**src/rtl/pixel_threshold_stream.sv**
```systemverilog
// pixel_threshold_stream: RGB888 Avalon-ST to 30-bit luma threshold/grey stream
// Ports: clk_clk/reset_reset_n (sync, active-low); in_* RGB888 sink with SOP/EOP;
// out_* 10:10:10 source with SOP/EOP; threshold/mode/invert latched per frame on SOP;
// frame_error pulses on dropped beats and wrong-length frames.
// Optional: define PIXEL_THRESHOLD_STATS_EN for white_count/white_count_valid.
module pixel_threshold_stream #(
  parameter int WIDTH  = 320,
  parameter int HEIGHT = 240,
  parameter int CNT_W  = 17
) (
  input  logic             clk_clk,
  input  logic             reset_reset_n,
  input  logic [23:0]      in_data,
  input  logic             in_valid,
  output logic             in_ready,
  input  logic             in_startofpacket,
  input  logic             in_endofpacket,
  output logic [29:0]      out_data,
  output logic             out_valid,
  input  logic             out_ready,
  output logic             out_startofpacket,
  output logic             out_endofpacket,
  input  logic [7:0]       threshold,
  input  logic             mode,
  input  logic             invert,
`ifdef PIXEL_THRESHOLD_STATS_EN
  output logic [CNT_W-1:0] white_count,
  output logic             white_count_valid,
`endif
  output logic             frame_error
);
  localparam logic [CNT_W-1:0] TOTAL = CNT_W'(WIDTH * HEIGHT);
  typedef enum logic {WAIT_SOP, IN_FRAME} state_e;
  state_e state_q, state_d;
  logic [CNT_W-1:0] cnt_q, cnt_d, cnt_inc;
  logic [7:0] thr_q, thr_d;
  logic mode_q, mode_d, inv_q, inv_d;
  logic s1_valid_q, s1_valid_d, s1_sop_q, s1_sop_d, s1_eop_q, s1_eop_d;
  logic [7:0] s1_y_q, s1_y_d, s1_thr_q, s1_thr_d;
  logic s1_mode_q, s1_mode_d, s1_inv_q, s1_inv_d;
  logic out_valid_q, out_valid_d, out_sop_q, out_sop_d, out_eop_q, out_eop_d;
  logic [29:0] out_data_q, out_data_d, fmt;
  logic frame_error_q, frame_error_d;
  logic en, acc, fwd, err, pix, ld2;
  logic [15:0] luma_sum;
  assign en = !out_valid_q | out_ready;
  assign in_ready = reset_reset_n & en;
  assign acc = in_valid & in_ready;
  assign luma_sum = 16'd77 * {8'd0, in_data[23:16]} + 16'd150 * {8'd0, in_data[15:8]}
                  + 16'd29 * {8'd0, in_data[7:0]};
  assign cnt_inc = (cnt_q == '1) ? cnt_q : cnt_q + CNT_W'(1);
  always_comb begin
    state_d = state_q;
    cnt_d = cnt_q;
    thr_d = thr_q;
    mode_d = mode_q;
    inv_d = inv_q;
    fwd = 1'b0;
    err = 1'b0;
    if (acc && in_startofpacket) begin
      thr_d = threshold;
      mode_d = mode;
      inv_d = invert;
      fwd = 1'b1;
      cnt_d = CNT_W'(1);
      err = (state_q == IN_FRAME) | (in_endofpacket & (TOTAL != CNT_W'(1)));
      state_d = in_endofpacket ? WAIT_SOP : IN_FRAME;
    end else if (acc && state_q == WAIT_SOP) begin
      err = 1'b1;
    end else if (acc) begin
      fwd = 1'b1;
      cnt_d = cnt_inc;
      err = in_endofpacket & (cnt_inc != TOTAL);
      state_d = in_endofpacket ? WAIT_SOP : IN_FRAME;
    end
  end
  // Config travels with each beat so a new SOP behind an older frame cannot retarget it.
  always_comb begin
    s1_valid_d = en ? fwd : s1_valid_q;
    s1_sop_d = en ? in_startofpacket : s1_sop_q;
    s1_eop_d = en ? in_endofpacket : s1_eop_q;
    s1_y_d = en ? luma_sum[15:8] : s1_y_q;
    s1_thr_d = en ? thr_d : s1_thr_q;
    s1_mode_d = en ? mode_d : s1_mode_q;
    s1_inv_d = en ? inv_d : s1_inv_q;
    pix = (s1_y_q >= s1_thr_q) ^ s1_inv_q;
    fmt = s1_mode_q ? {3{s1_y_q, s1_y_q[7:6]}} : {30{pix}};
    ld2 = en & s1_valid_q;
    out_valid_d = en ? s1_valid_q : out_valid_q;
    out_data_d = ld2 ? fmt : out_data_q;
    out_sop_d = en ? s1_valid_q & s1_sop_q : out_sop_q;
    out_eop_d = en ? s1_valid_q & s1_eop_q : out_eop_q;
    frame_error_d = err;
  end
  always_ff @(posedge clk_clk) begin
    if (!reset_reset_n) begin
      state_q <= WAIT_SOP;
      cnt_q <= '0;
      thr_q <= 8'h80;
      mode_q <= 1'b0;
      inv_q <= 1'b0;
      s1_valid_q <= 1'b0;
      s1_sop_q <= 1'b0;
      s1_eop_q <= 1'b0;
      s1_y_q <= '0;
      s1_thr_q <= 8'h80;
      s1_mode_q <= 1'b0;
      s1_inv_q <= 1'b0;
      out_valid_q <= 1'b0;
      out_data_q <= '0;
      out_sop_q <= 1'b0;
      out_eop_q <= 1'b0;
      frame_error_q <= 1'b0;
    end else begin
      state_q <= state_d;
      cnt_q <= cnt_d;
      thr_q <= thr_d;
      mode_q <= mode_d;
      inv_q <= inv_d;
      s1_valid_q <= s1_valid_d;
      s1_sop_q <= s1_sop_d;
      s1_eop_q <= s1_eop_d;
      s1_y_q <= s1_y_d;
      s1_thr_q <= s1_thr_d;
      s1_mode_q <= s1_mode_d;
      s1_inv_q <= s1_inv_d;
      out_valid_q <= out_valid_d;
      out_data_q <= out_data_d;
      out_sop_q <= out_sop_d;
      out_eop_q <= out_eop_d;
      frame_error_q <= frame_error_d;
    end
  end
  assign out_valid = out_valid_q;
  assign out_data = out_data_q;
  assign out_startofpacket = out_sop_q;
  assign out_endofpacket = out_eop_q;
  assign frame_error = frame_error_q;
`ifdef PIXEL_THRESHOLD_STATS_EN
  logic out_pix_q, out_pix_d, wcv_q, wcv_d, xfer;
  logic [CNT_W-1:0] run_q, run_d, run_new, wc_q, wc_d;
  // White pixels are tallied as they leave, so the total is ready on the EOP transfer.
  always_comb begin
    out_pix_d = ld2 ? (!s1_mode_q & pix) : out_pix_q;
    xfer = out_valid_q & out_ready;
    run_new = out_sop_q ? CNT_W'(out_pix_q) : run_q + CNT_W'(out_pix_q);
    run_d = xfer ? run_new : run_q;
    wc_d = (xfer & out_eop_q) ? run_new : wc_q;
    wcv_d = xfer & out_eop_q;
  end
  always_ff @(posedge clk_clk) begin
    if (!reset_reset_n) begin
      out_pix_q <= 1'b0;
      run_q <= '0;
      wc_q <= '0;
      wcv_q <= 1'b0;
    end else begin
      out_pix_q <= out_pix_d;
      run_q <= run_d;
      wc_q <= wc_d;
      wcv_q <= wcv_d;
    end
  end
  assign white_count = wc_q;
  assign white_count_valid = wcv_q;
`endif
endmodule

```
**config.mk**
```make
export PLATFORM = sky130hd
export DESIGN_NAME = pixel_threshold_stream
export DESIGN_NICKNAME = d
export VERILOG_FILES = /design/src/rtl/pixel_threshold_stream.sv
export SDC_FILE = /design/constraint.sdc
export NUM_CORES = 1
export LEC_CHECK = 0
export CAP_MARGIN = 20
export CORE_MARGIN = 2
export CORE_UTILIZATION = 50
export CTS_CLUSTER_SIZE = 40
export DETAILED_ROUTE_END_ITERATION = 8
export MAX_ROUTING_LAYER = met4
export PLACE_DENSITY = 0.73
export SKIP_CTS_REPAIR_TIMING = 1
export SLEW_MARGIN = 5
export SYNTH_ARGS = -nofsm -noshare
export SYNTH_HDL_FRONTEND = slang
export SYNTH_SLANG_ARGS = --single-unit
```
**constraint.sdc**
```tcl
create_clock -name clk_clk -period 10.1 [get_ports clk_clk]
set_input_delay 1.515 -clock clk_clk [delete_from_list [all_inputs] [get_ports clk_clk]]
set_output_delay 1.515 -clock clk_clk [all_outputs]
set_load 0.02 [all_outputs]
```
==> results summary <==
The maximum number of buffers from clock root to sink came out at 2. The share of total power dissipated in the clock network is approximately 15%. Among all flip-flop cells after synthesis, the most frequent one is dfxtp_1. The worst ir drop on vdd came out at about 210 uV. The post-placement worst setup slack came out at between 1.5 and 2 ns. The first-pass GRT wire length is between 20000 and 25000 um. The count of clock tree sinks came out at 61.

The run finished with clean final reports. The min-delay analysis places its worst path in the category flip-flop to flip-flop. The number of register bits inferred by synthesis came out at 61. The number of failing hold endpoints at the final stage is 0. Summed over all failing endpoints, the final setup total negative slack is 0 ns. The max-slew violation count is 0. Cells fill between 50% and 60% of the core in the end. The number of remaining DRC errors came out at 0.

The share of cells above drive strength 1 is 4.01%. The final worst setup slack came out at 1.94 ns. The H-tree level count came out at 3. The DRC violation total after the first TritonRoute iteration came out at roughly 220.

The static leakage power came out at between 3 and 4 nW. The total grt overflow came out at 0. The largest single stage delay on the critical path is between 0.5 and 0.6 ns. Entering global routing, the biggest net connects 41 pins. The number of buffers inserted by port buffering is 74.

The x dimension of the die came out at 114 um. The post-synthesis net count is about 860. The top fanout value on the critical path came out at 5. The die boundary height came out at roughly 110 um. The critical path is of the primary input to flip-flop type.

STA classifies the critical path startpoint as a primary input. The initial utilization of the core area, before any placement, comes to roughly half. Of all flip-flops after synthesis, the portion carrying an async set or reset was 0%.

In the layout the commonest cells are inv_1, ha_1, clkdlybuf4s50_1. The cell at the root of the clock tree is clkbuf_16. At the end of routability-driven placement, the weighted congestion stood at approximately 0.9. The count of yosys warnings during synthesis is 0. The shortest clock period the worst path allows after layout came out at 8.16 ns. The leading cell type in the layout, fill and taps excluded is inv_1. The total number of nets in the final design is 907.

In this run, the combinational gates consume around 70% of the power. The proportion of total power due to net switching came out at roughly 44%. The post-synthesis sequential area ratio is between 20% and 30%. The post-synthesis cell type count is 59.

For this design, the slowest cell found on the critical path is clkdlybuf4s50_1. STA puts the critical path data required time at roughly 10 ns. The first-pass detailed-route iteration total came out at 4. The cell repeated most along the worst path is ha_1. For this run, the number of standard cells in the final layout without fillers is ~870. Setup violations remaining at the end of the flow were counted as 0. Dividing the detail-routed via count by the number of cells gives 5.21. The I/O pin count is 75. The total routed wirelength is 12100 um. Compared with the post-synthesis result, the final layout area differs by 16.7%. The type of element capturing the critical path is a flip-flop.

The internal power is about 1.2 mW. The routed length per instance came out at around 14 um. Yosys mapped a number of flops with a built-in enable equal to 0.

The total half-perimeter wirelength after legalization and detailed placement came out at 10100 um. The power dissipated by switching net loads came out at 959 uW. The transition time at the pin with the least slew margin came out at between 0.9 and 1 ns. The power per standard cell area came out at 307 mW/mm^2. The final clock period utilization by the worst path came out at between 80% and 90%.

0 antenna diodes ended up in the layout. Global routing used approximately a fifth of the available tracks. The max-capacitance violation count is 0. Clock skew on the completed layout was measured at between 0.007 and 0.008 ns. The signal arrival time at the worst endpoint came out at 8.36 ns.

The clock-pin slew on the worst setup and hold paths is around 0.05 ns. The count of mapped cells out of synthesis came out at between 600 and 700. The clock network latency to the later pin of the worst-skew pair came out at roughly 0.33 ns. The number of buffers inserted during clock tree synthesis came out at 9.

For the worst flop-to-flop path, the logic depth is 6. Across all layers, the routed design uses 4535 vias. The number of core rows came out at 40. The die area came out at 0.0131 mm^2.

The CTS tree is yes. After floorplanning, the core was sized to cover 0.0120 mm^2. The post-detailed-route count of antenna-violating nets is 0.

The sequential share of power came out at 13.3%. The internal reg-to-reg setup slack is roughly 7.7 ns. The number of antenna violations at the first check in global routing came out at 0. Derived from the worst setup path, the maximum achievable clock frequency is roughly 0.12 GHz. Setup repair after global routing left no endpoint under its margin. The post-synth design cell area came out at between 0.006 and 0.007 mm^2.

The number of cells on the worst hold path is 2. The worst slew slack as a fraction of its limit is between 30% and 40%. The via count of the first global-routing pass came out at approximately 4500. Counting tap cells, the placed design contains a total of between 800 and 900 instances.

The average cell area after synthesis came out at 9.07 um^2.
-- stage by stage --
stage / power (mW) / area (um^2) / hold slack (ns)
3_3_place_gp: 1.79 / 6780 / 0.453
6_report: 2.18 / 7100 / 0.467
2_1_floorplan: 1.55 / 6090 / 0.442
5_1_grt: 2.44 / 7100 / 0.490
3_5_place_dp: 1.88 / 6780 / 0.458
4_1_cts: 2.21 / 7100 / 0.465
-- cell type report --
cell class	count	area, um^2
repair buffers	77	763
fillers	1023	4860
multi-input cells	471	4250
flip-flops and latches	61	1220
clock inverters	7	90.1
inverters	99	372
well taps	147	184
clock buffers	9	225
-- power by group through the flow --
stage | registers [mW] | clock network, mW | logic [mW]
2_1_floorplan | 0.291 | 0 | 1.26
3_3_place_gp | 0.293 | 0 | 1.50
3_5_place_dp | 0.295 | 0 | 1.58
4_1_cts | 0.290 | 0.327 | 1.59
5_1_grt | 0.292 | 0.338 | 1.81
6_report | 0.290 | 0.322 | 1.57
-- final timing paths --
path,start,end
max reg2reg,out_valid,out_data[24]
min,s1_sop_q,s1_sop_q
max,in_data[13],s1_y_q[7]
min reg2reg,s1_sop_q,s1_sop_q
-- layer usage --
metal	vias up	GRT usage [%]	wire length, um
met5	-	-	0
li1	2295	-	-
met3	16	2.22	504
met2	113	32.5	5600
met1	2111	26.1	5800
met4	0	6.99	237
-- cells in the mapped netlist (all sizes together) (4+ instances only) --
cell type  instances  area share [%]
nor2              50             3.1
nand2             49             3.0
xor2              22             3.2
nand4              6            0.62
a21oi             18             1.5
a21boi             6            0.74
xnor2             14             2.0
a21o               5            0.62
a31oi              4            0.41
fa                55              18
nor3              14             1.2
and2              10             1.0
o21a               8            0.99
nand3             15             1.3
and3               5            0.51
inv               99             6.1
nor2b             11             1.1
clkbuf            13            0.97
ha                93              19
o211a             11             1.8
mux2i             10             1.6
o21ai             27             2.3
nand3b             8            0.99
buf               27             3.1
dfxtp             61              20
-- flip-flops by register name, summed over array words and instances, names as in the netlist, 8 cells and up --
name,flops
s1_thr_q,8
s1_y_q,8
out_data,8
thr_q,8
cnt_q,17
-- kinds of logic (layout without fill, tap and decap cells) --
family	after synthesis	in the layout	synth area share [%]
mux	10	10	1.64
fa+ha+maj	148	148	37.2
simple gates	180	180	14.4
xor+xnor	36	36	5.18
buf+inv	139	192	10.2
flops	61	61	20.1
compound gates	97	97	11.4
-- critical path: cells and delay by family --
family | cells | cell delay [ns]
AOI/OAI and AO/OA | 7 | 1.18
and+or+nand+nor | 4 | 0.85
xor gates and xnor gates | 2 | 0.25
buffers and inverters | 5 | 0.77
adders and majority gates | 10 | 3.81
(Power assumes the default switching activity.)
